`src/rtl/fifo_pkg.sv`:
```
// Shared definitions for the dual-clock FIFO controllers: pointer code
// conversions and synchroniser defaults used by both clock domains.
package fifo_pkg;

  localparam int SYNC_STAGES_DEFAULT = 2;

  // Conversion functions work on a zero-extended container, so any pointer
  // up to PTR_FN_W bits converts correctly; callers size-cast in and out.
  localparam int PTR_FN_W = 32;

  function automatic logic [PTR_FN_W-1:0] bin2gray(input logic [PTR_FN_W-1:0] b);
    return b ^ (b >> 1);
  endfunction

  function automatic logic [PTR_FN_W-1:0] gray2bin(input logic [PTR_FN_W-1:0] g);
    logic [PTR_FN_W-1:0] b;
    b[PTR_FN_W-1] = g[PTR_FN_W-1];
    for (int i = PTR_FN_W - 2; i >= 0; i--) begin
      b[i] = b[i+1] ^ g[i];
    end
    return b;
  endfunction

endpackage

```
`src/rtl/fifo_ptr_sync.sv`:
```
// N-stage async-reset flop synchroniser for Gray-coded pointers crossing
// between the FIFO clock domains.
module fifo_ptr_sync
  import fifo_pkg::*;
#(
  parameter int W      = 11,
  parameter int STAGES = SYNC_STAGES_DEFAULT
) (
  input  logic         i_clk,
  input  logic         i_rst_n,
  input  logic [W-1:0] i_d,
  output logic [W-1:0] o_q
);

  logic [W-1:0] r_stage [STAGES];

  always_ff @(posedge i_clk or negedge i_rst_n) begin
    if (!i_rst_n) begin
      for (int s = 0; s < STAGES; s++) begin
        r_stage[s] <= '0;
      end
    end else begin
      r_stage[0] <= i_d;
      for (int s = 1; s < STAGES; s++) begin
        r_stage[s] <= r_stage[s-1];
      end
    end
  end

  assign o_q = r_stage[STAGES-1];

endmodule

```
`src/rtl/fifo_wr_ctrl.sv`:
```
// Write-side controller of the dual-clock FIFO: drives the RAM write port,
// keeps binary/Gray write pointers and derives full/afull/count/overflow.
module fifo_wr_ctrl
  import fifo_pkg::*;
#(
  parameter int WIDTH        = 18,
  parameter int ADDR_W       = 10,
  parameter int AFULL_THRESH = 1020,
  parameter int SYNC_STAGES  = SYNC_STAGES_DEFAULT
) (
  input  logic              wclk_int,
  input  logic              rst_int,
  input  logic              wr_en,
  input  logic [WIDTH-1:0]  wdata,
  input  logic [ADDR_W:0]   rptr_gray,
  output logic [ADDR_W-1:0] mem_waddr,
  output logic [WIDTH-1:0]  mem_data,
  output logic              mem_we,
  output logic [ADDR_W:0]   wptr_gray,
  output logic              full,
  output logic              afull,
  output logic [ADDR_W:0]   wr_count,
  output logic              overflow
);

  localparam int PW = ADDR_W + 1;
  localparam logic [PW-1:0] AFULL_CMP = PW'(AFULL_THRESH);

  logic [PW-1:0] r_wbin;
  logic [PW-1:0] r_wgray;
  logic [PW-1:0] r_wr_count;
  logic          r_full;
  logic          r_afull;
  logic          r_overflow;

  logic          w_accept;
  logic [PW-1:0] w_rq;
  logic [PW-1:0] w_rbin;
  logic [PW-1:0] w_wbin_next;
  logic [PW-1:0] w_wgray_next;
  logic [PW-1:0] w_full_cmp;
  logic [PW-1:0] w_count_next;
  logic          w_full_next;
  logic          w_afull_next;

  fifo_ptr_sync #(
    .W      (PW),
    .STAGES (SYNC_STAGES)
  ) u_rptr_sync (
    .i_clk   (wclk_int),
    .i_rst_n (rst_int),
    .i_d     (rptr_gray),
    .o_q     (w_rq)
  );

  // Gating with rst_int keeps the RAM write port quiet during reset even if
  // the user is still pushing.
  assign w_accept = wr_en & ~r_full & rst_int;

  always_comb begin
    w_wbin_next  = r_wbin + PW'(w_accept);
    w_wgray_next = PW'(bin2gray(PTR_FN_W'(w_wbin_next)));
    w_rbin       = PW'(gray2bin(PTR_FN_W'(w_rq)));
    // Full when the write pointer is exactly one lap ahead of the synced
    // read pointer: the top two Gray bits differ, the rest match.
    w_full_cmp   = {~w_rq[ADDR_W:ADDR_W-1], w_rq[ADDR_W-2:0]};
    w_full_next  = (w_wgray_next == w_full_cmp);
    w_count_next = w_wbin_next - w_rbin;
    w_afull_next = (w_count_next >= AFULL_CMP);
  end

  always_ff @(posedge wclk_int or negedge rst_int) begin
    if (!rst_int) begin
      r_wbin     <= '0;
      r_wgray    <= '0;
      r_wr_count <= '0;
      r_full     <= 1'b0;
      r_afull    <= 1'b0;
      r_overflow <= 1'b0;
    end else begin
      r_wbin     <= w_wbin_next;
      r_wgray    <= w_wgray_next;
      r_wr_count <= w_count_next;
      r_full     <= w_full_next;
      r_afull    <= w_afull_next;
      r_overflow <= wr_en & r_full;
    end
  end

  assign mem_we    = w_accept;
  assign mem_waddr = r_wbin[ADDR_W-1:0];
  assign mem_data  = wdata;
  assign wptr_gray = r_wgray;
  assign full      = r_full;
  assign afull     = r_afull;
  assign wr_count  = r_wr_count;
  assign overflow  = r_overflow;

endmodule

```
`config.mk`:
```
export PLATFORM = sky130hd
export DESIGN_NAME = fifo_wr_ctrl
export DESIGN_NICKNAME = d
export VERILOG_FILES = /design/src/rtl/fifo_pkg.sv /design/src/rtl/fifo_ptr_sync.sv /design/src/rtl/fifo_wr_ctrl.sv
export SDC_FILE = /design/constraint.sdc
export NUM_CORES = 1
export LEC_CHECK = 0
export BUFFER_PORTS_ARGS = -buffer_cell sky130_fd_sc_hd__buf_2
export CAP_MARGIN = 20
export CORE_AREA = 2 2 86 88
export CTS_CLUSTER_SIZE = 28
export DETAILED_ROUTE_END_ITERATION = 7
export DIE_AREA = 0 0 88 90
export PLACE_DENSITY_LB_ADDON = 0.15
export SLEW_MARGIN = 40
export SYNTH_ARGS = -nofsm -noshare
export SYNTH_HDL_FRONTEND = slang
export SYNTH_SLANG_ARGS = --single-unit
```
`constraint.sdc`:
```
create_clock -name wclk_int -period 3.6 [get_ports wclk_int]
set_input_delay 0.36 -clock wclk_int [delete_from_list [all_inputs] [get_ports wclk_int]]
set_output_delay 0.36 -clock wclk_int [all_outputs]
set_load 0.03 [all_outputs]
```
==> results of run 1 <==
-- where the power goes --
group | total (mW) | switching, mW | internal [mW] | leakage [nW]
combinational | 1.72 | 0.942 | 0.779 | 0.970
clock | 0.513 | 0.232 | 0.280 | 0.0826
sequential | 0.860 | 0.0743 | 0.786 | 0.696
total | 3.09 | 1.25 | 1.85 | 1.75
-- synthesized netlist by cell type (2+ instances only) --
library cell and count:
a21oi_1 4, a21boi_0 2, inv_1 16, xor3_2 2
o21a_1 2, xor2_2 3, o41ai_1 2, nor3_1 5
nor2_1 10, buf_4 18, xnor2_1 23, or3_1 2
nor4_1 3, nand3_1 6, dfrtp_1 57, nor3b_1 2
xor2_1 19, a21o_1 4, and3_1 2, a31oi_1 2
o221ai_1 2, mux2i_1 2, ha_1 12, nand2_1 8
o21ai_0 4, nand4_1 2
-- repair_timing --
action / 4_1_cts / 5_1_grt
pin swaps: 0 / 11
gates cloned: 0 / 0
resized for setup: 11 / 19
setup buffers: 1 / 5
endpoints found under the setup margin: 5 / 6
-- placed cells by master (no fill, tap or decap), types with 8 or more instances in the layout --
cell type / Yosys / final
ha_1: 12 / 11
nor2_1: 10 / 8
buf_4: 18 / 22
dfrtp_1: 57 / 57
nand2_1: 8 / 8
clkbuf_8: 0 / 11
buf_2: 1 / 49
xor2_1: 19 / 16
inv_1: 16 / 12
xnor2_1: 23 / 20
-- area by class of cell --
class                   count  area [µm²]  share of cell area
clock buffers              14         163              0.0458
multi-input cells         145        1360               0.382
well taps                  99         124              0.0349
repair buffers             72         422               0.119
flip-flops and latches     57        1430               0.402
inverters                  16        60.1              0.0169
-- worst max-delay path by stage --
stage / end / from / slack [ps]
detailed placement: afull / u_rptr_sync.o_q[10] / -300
floorplan: afull / u_rptr_sync.o_q[10] / -100
CTS: afull / u_rptr_sync.o_q[10] / -240
global placement: afull / u_rptr_sync.o_q[10] / -210
finish: afull / u_rptr_sync.o_q[10] / -260
global route: afull / u_rptr_sync.o_q[10] / -440
-- stage by stage --
step                      hold WS, ps  TNS, ps  setup WS (ps)  instance area, µm²  power [mW]
after floorplan                  64.4     -126           -105                2850        1.88
after global placement            333     -669           -212                3210        2.32
after detailed placement          335     -915           -299                3210        2.33
after CTS                         108     -579           -242                3430        2.93
after global routing              108    -1650           -438                3550        3.33
final                             123     -752           -262                3550        3.09
-- layer usage --
layer | part of all wire | vias to the layer above | GRT usage
met4 | 0.028 | 0 | 0.0897
met3 | 0.053 | 18 | 0.0459
met2 | 0.44 | 49 | 0.213
met1 | 0.48 | 895 | 0.200
li1 | - | 917 | -
met5 | 0 | - | 0
-- critical path, delay by kind of cell (launching register included) --
kind | cells | cell delay (ps)
xor+xnor | 7 | 1840
compound gates | 5 | 800
fa+ha+maj | 2 | 540
flops | 1 | 380
buf+inv | 2 | 160
-- sequential cells by signal, indices dropped and copies added (netlist names) --
name and count:
r_wbin 11, u_rptr_sync.o_q 11, u_rptr_sync.r_stage 11, wr_count 11
wptr_gray 10, afull 1, full 1, overflow 1
-- kinds of logic (layout without fill, tap and decap cells) --
group,count (synthesis),in the layout
AOI/OAI and AO/OA,33,33
xor gates and xnor gates,49,49
adders and majority gates,13,13
buffers and inverters,37,102
DFF,57,57
muxes,3,3
and+or+nand+nor,47,47
==> impl_metrics.ini, run 1 <==
[min_path]
min_from = rptr_gray[9]
worstHoldPathType = input pin to flop
min_delay_path_depth = 1
holdPathEnd = u_rptr_sync.r_stage[20]

[cells_and_area]
fillers = 657
final_cells = 403
syn_to_final_growth_pct = 25.1
final_nets = 346
n_antenna_cell = 0
drive_gt1_frac = 0.375
fin_util = 0.506

[cts]
cts-root-buf = clkbuf_8
path_clk_slew_ps = 60
clock-sinks = 57
worstSkewPairLatency_ps = 340
postCtsHoldBufs = 0
htreeDepth = 3
clockBufferDepth = 2
cts_made_buffers = 9
cts_tree = done

[sta]
setup_viol = 6
fmax_mhz = 259
layout_setup_ws_ps = -262
tightest_slew_ps = 686
slew_headroom = 0.543
finClkSkew_ps = 9.48
post-route-min-period_ps = 3860
rsz0062_at_grt = true
final_max_slew_viol_count = 0
finalCritPeriodShare = 1.07
hold_violations = 0

[power_and_ir_drop]
irDropWorstVdd_v = 0.000538
p_per_area_nw_per_um2 = 871
p_leak_nw = 1.75

[synthesis]
synthMuxAreaShare = 0.0110
synth_cells = 239
synth_compound_area_frac = 0.0859
ys_ff_latch = 57
ys_top_cells_by_area = dfrtp_1 50%, xnor2_1 7.1%, xor2_1 5.9%
ys_seq_area_frac = 0.502
synth_top_area_frac = 0.502
ys.warnings.count = 0
avgSynthCellArea_um2 = 11.9
ys_types = 51
syn_nets = 284
synth_area_um2 = 2840
synth_async_sr_flop_share = 1.00
synth_top_family_by_area = XOR/XNOR gates
synth-xor-area-share = 0.181
synth_flop_cell = dfrtp_1
synth_edf_count = 0
post_synth_and_or_nand_nor_area_fraction = 0.0868
synth_fa_ha_area_frac = 0.0599
synth_largest_area_cell = dfrtp_1

[routing]
dr.pass1.iters = 4
drc_errors = 0
vias_per_cell = 4.66
drtIter0Drc = 56
wirelength_um = 5520
routedWlPerCell_um = 13.7
vias = 1879
antenna_left = 0

[outcome]
violations = negative setup slack
status = complete, but fails checks

[floorplan]
dieArea_um2 = 7920
start_util = 0.404
die_x_um = 88
coreArea_um2 = 7020
ios = 86
die_h_um = 90
rows = 31

[critical_path]
required_ps = 3820
start_kind = flop
reg2reg_depth = 16
reg2reg_from = u_rptr_sync.o_q[10]
cp_max_fo = 3
worstSetupEndpointType = flop
timing.setup.critical_path_class = flop to flop
crit_path_cell_trace = xnor3_2 > xor3_2 > xor2_2 > xor3_2 > xor2_4 > xnor2_2 > ha_2 > inv_2 > fa_2 > a21o_1 > a21oi_4 > buf_6 > o21ai_2 > a41o_1 > xor2_2 > o41ai_2
crit_path_max_incr_delay_ps = 450
critical_path.slowest_cell = xor3_2
reg2reg_to = afull
regToRegSetupSlack_ps = -260
arrival_ps = 4080

[grt]
grt_first_pass_wirelength_um = 8860
grt_usage = 0.150
grt-ovfl-total = 0
grt_start_max_net_pins = 58
grt_pass1_vias = 1819
antenna_found_initial = 0

[placement]
hpwlAfterDp_um = 3970
gp_congestion = 0.752
numPlacedInstances = 384
port_buffers = 49

[flow_run]
cap_violations = 0
Note: power is estimated with default switching activity, not from simulation.
==> run 2: changes to the inputs <==
Settings changed: ABC_AREA set to 1, CORE_AREA 2 2 86 88 to 3 3 85 87, GPL_TIMING_DRIVEN set to 0.
==> impl_metrics.ini, run 2 <==
[outcome]
status = complete, but fails checks
violations = negative hold slack

[synthesis]
ys_seq_area_frac = 0.520
synth_top_area_frac = 0.520
synth_cells = 268
ys.warnings.count = 0
ys_types = 27
yosysMostFrequentCell = dfrtp_1
synth_async_sr_flop_share = 1.00
syn_nets = 313
synth_common_cells = 57 x dfrtp_1, 40 x nand2_1, 37 x inv_1
synth_edf_count = 0
synth_largest_area_cell = dfrtp_1
ys_top_cells_by_area = dfrtp_1 52%, xor2_1 7.3%, ha_1 5.5%
avgSynthCellArea_um2 = 10.2
synth_area_um2 = 2750
ys_ff_latch = 57
synth_flop_cell = dfrtp_1

[power_and_ir_drop]
p_leak_nw = 1.89
p_per_area_nw_per_um2 = 777
finalPower_mw = 2.75
irDropWorstVdd_v = 0.000294

[cts]
path_clk_slew_ps = 60
clockBufferDepth = 2
clock-sinks = 57
worstSkewPairLatency_ps = 330
cts_made_buffers = 9
cts-root-buf = clkbuf_8
htreeDepth = 3
cts_tree = done

[routing]
antenna_left = 0
dr.pass1.iters = 4
routedWlPerCell_um = 12.0
wirelength_um = 5190
vias_per_cell = 4.54
vias = 1956
drtIter0Drc = 44
drc_errors = 0

[floorplan]
coreArea_um2 = 6420
die_h_um = 90
rows = 29
start_util = 0.427
dieArea_um2 = 7920
ios = 86
die_x_um = 88

[critical_path]
reg2reg_depth = 26
cp_max_fo = 3
cp_top_family = simple AND/OR/NAND/NOR gates
required_ps = 3820
regToRegSetupSlack_ps = 260
start_kind = flop
worst-path-buf-inv = 2
reg2reg_to = afull
cp.depth = 26
timing.setup.critical_path_class = flop to flop
worstSetupEndpointType = flop
crit_path_max_incr_delay_ps = 400
crit_top_cell = nand2_1
critical_path.slowest_cell = dfrtp_1
arrival_ps = 3560
reg2reg_from = u_rptr_sync.o_q[9]

[placement]
gp_congestion = 0.754
port_buffers = 67
placed_area_um2 = 3180
hpwlAfterDp_um = 3840

[sta]
hold_slack_ps = -7.27
tightest_slew_ps = 394
post-route-min-period_ps = 3340
fmax_mhz = 299
slew_headroom = 0.736
finClkSkew_ps = 6.29
finalCritPeriodShare = 0.929
setup_tns_ps = 0
setup_viol = 0
hold_violations = 24
final_max_slew_viol_count = 0

[cells_and_area]
layout_common_cells = 66 x buf_2, 57 x dfrtp_1, 35 x inv_1
n_antenna_cell = 0
multi_input_comb_area_um2 = 1180
final_nets = 394
fillers = 563
fin_area_um2 = 3540
drive_gt1_frac = 0.395
regArea_um2 = 1430
syn_to_final_growth_pct = 29.1
final_common_cell = buf_2

[grt]
grt_first_pass_wirelength_um = 8250
antenna_found_initial = 0
grt-ovfl-total = 0
grt_usage = 0.138
grt_pass1_vias = 1860
grt_start_max_net_pins = 59

[flow_run]
cap_violations = 0

[min_path]
worstHoldPathType = input pin to async pin
-- run 2: cell type report --
cell class	count	share of cell area
clock inverters	3	0.00424
repair buffers	70	0.111
multi-input cells	156	0.333
flip-flops and latches	57	0.403
clock buffers	13	0.0448
inverters	37	0.0392
well taps	77	0.0272
plain buffers	18	0.0381
-- run 2: worst max-delay path by stage --
stage               slack [ps]  endpoint               start
finish                     260     afull  u_rptr_sync.o_q[9]
floorplan                  310     afull                full
global route               -20     afull  u_rptr_sync.o_q[9]
CTS                          5     afull  u_rptr_sync.o_q[9]
detailed placement        -260     afull             rst_int
global placement          -670     afull             rst_int
-- run 2: power breakdown --
| group | internal (mW) | switching [mW] |
|---|---|---|
| Sequential | 0.809 | 0.0787 |
| Combinational | 0.462 | 0.887 |
| Clock | 0.284 | 0.234 |
| Total | 1.55 | 1.20 |
-- run 2: timing repair --
action | 4_1_cts | 5_1_grt
hold buffers | 0 | 1
hold endpoints to repair | 0 | 57
pin swaps | 0 | 8
endpoints found under the setup margin | 1 | 5
gates resized for setup | 1 | 35
cloned | 0 | 0
setup buffers | 0 | 2
-- run 2: cells by family after synthesis --
kind of cell / Yosys count / synth area share
AO/OA/AOI/OAI: 16 / 0.0337
XOR/XNOR: 33 / 0.112
adder cells (fa/ha/maj): 13 / 0.0620
buffers and inverters: 55 / 0.0998
flip-flops: 57 / 0.520
AND/OR/NAND/NOR: 94 / 0.173
-- run 2: per-stage QoR --
| step | hold WS (ps) | utilization | setup slack [ps] | cells |
|---|---|---|---|---|
| floorplan | 64.4 | - | 310 | 268 |
| global placement | 334 | 0.495 | -671 | 412 |
| detailed placement | 335 | 0.495 | -264 | 412 |
| CTS | 101 | 0.523 | 5.40 | 428 |
| global route | 2.30 | 0.552 | -16.5 | 431 |
| finish | -7.27 | 0.552 | 256 | 431 |
-- run 2: layer usage --
layer  GRT usage  up-vias  wire [µm]  part of all wire
met5           0        -          0                 0
met4      0.0882        0        148             0.029
met3      0.0356       11        329             0.063
met2       0.215       71       2410              0.46
met1       0.166      879       2300              0.44
li1            -      995          -                 -
==> run 3: changes to the inputs <==
Settings changed: ABC_AREA 1 to unset, CORE_AREA 3 3 85 87 to 3 3 89 91, DIE_AREA 0 0 88 90 to 0 0 92 94, SLEW_MARGIN 40 to 20.
==> impl_metrics.ini, run 3 (synthesis gave the netlist of run 1 again) <==
[outcome]
status = complete, but fails checks
violations = negative setup slack

[critical_path]
arrival_ps = 4030
cp_max_fo = 3
start_kind = flop
critical_path.slowest_cell = xnor3_2
crit_path_cell_trace = xnor3_2 > xor3_2 > xor2_4 > xor3_2 > xor2_4 > xnor2_1 > ha_2 > inv_2 > fa_2 > a21o_1 > a21oi_4 > buf_4 > buf_6 > o21ai_2 > nand2_2 > xor2_2 > o41ai_1
timing.setup.critical_path_class = flop to flop
crit_path_max_incr_delay_ps = 400
worst-path-buf-inv = 3
worstSetupEndpointType = flop
required_ps = 3830
cp_top_family = XOR/XNOR gates

[floorplan]
die_x_um = 92
coreArea_um2 = 7210
dieArea_um2 = 8650
ios = 86
rows = 31
die_h_um = 94
start_util = 0.394

[sta]
setup_viol = 4
finClkSkew_ps = 7.26
fmax_mhz = 263
hold_slack_ps = 116
tightest_slew_ps = 571
hold_violations = 0
post-route-min-period_ps = 3800
final_max_slew_viol_count = 0
slew_headroom = 0.616
layout_setup_ws_ps = -198
rsz0062_at_grt = true
finalCritPeriodShare = 1.06

[routing]
dr.pass1.iters = 4
vias_per_cell = 4.64
drtIter0Drc = 54
wirelength_um = 5870
antenna_left = 0
routedWlPerCell_um = 13.5
vias = 2018
drc_errors = 0

[grt]
top_usage_layer = met2
grt_util_met3 = 0.0569
grt_usage = 0.147
grt-ovfl-total = 0
grt_pass1_vias = 2049
met1_usage = 0.179
grt_first_pass_wirelength_um = 9700
grt_start_max_net_pins = 58
antenna_found_initial = 0
use_met2 = 0.237

[cells_and_area]
final_cells = 435
n_antenna_cell = 0
multi_input_comb_area_um2 = 1330
fin_area_um2 = 3810
syn_to_final_growth_pct = 34.1
layout_common_cells = 67 x buf_2, 57 x dfrtp_1, 29 x buf_4
regArea_um2 = 1430
final_common_cell = buf_2
drive_gt1_frac = 0.411
final_nets = 376
fillers = 675

[power_and_ir_drop]
irDropWorstVdd_v = 0.000336
p_leak_nw = 1.90
finalPower_mw = 3.17
p_per_area_nw_per_um2 = 832

[cts]
path_clk_slew_ps = 70
cts_tree = done
clock-sinks = 57
cts-root-buf = clkbuf_8
cts_made_buffers = 9
worstSkewPairLatency_ps = 340
clockBufferDepth = 2
htreeDepth = 3

[min_path]
worstHoldPathType = input pin to flop

[placement]
hpwlAfterDp_um = 4070
placed_area_um2 = 3310
numPlacedInstances = 405
detailedPlace.worstSlack_ps = -612
port_buffers = 67
gp_congestion = 0.732

[flow_run]
cap_violations = 0
==> run 3: repair_timing <==
action	CTS	global route
setup endpoints to repair	6	5
gates resized for setup	13	10
hold buffers	2	0
setup buffers	9	3
hold endpoints to repair	57	0
pin swaps	1	1
==> run 3: worst paths after layout <==
| check | startpoint | to | slack [ps] | depth (start not counted) |
|---|---|---|---|---|
| setup / recovery | u_rptr_sync.o_q[10] | afull | -200 | 17 |
| hold / removal | rptr_gray[9] | u_rptr_sync.r_stage[20] | 120 | 1 |
| setup reg to reg | u_rptr_sync.o_q[10] | afull | -200 | 17 |
| hold reg to reg | u_rptr_sync.r_stage[21] | u_rptr_sync.o_q[10] | 350 | 0 |
| max in group asynchronous | rst_int | u_rptr_sync.o_q[4] | 2740 | 3 |
| min in group asynchronous | rst_int | r_wbin[8] | 620 | 3 |
==> run 3: where the power goes <==
part / switching, mW / internal [mW]
clock network: 0.254 / 0.477
registers: 0.0777 / 0.785
logic: 0.918 / 0.656
==> run 3: area by class of cell <==
cell class	instances	area share
sequential	57	0.375
multi-input combinational	145	0.350
timing repair buffer	81	0.124
buffer	21	0.0388
clock buffer	11	0.0371
tap	99	0.0325
clock inverter	5	0.0269
inverter	16	0.0158
==> run 3: stage by stage <==
| stage | setup TNS, ps | util |
|---|---|---|
| floorplan | -126 | - |
| global placement | -5310 | 0.459 |
| detailed placement | -2140 | 0.459 |
| CTS | -577 | 0.516 |
| global route | -1310 | 0.528 |
| finish | -408 | 0.528 |
==> run 3: layer usage <==
metal,vias up,routed length [µm]
met1,944,2620
met2,77,2780
met5,-,0
met3,10,372
met4,0,101
li1,987,-
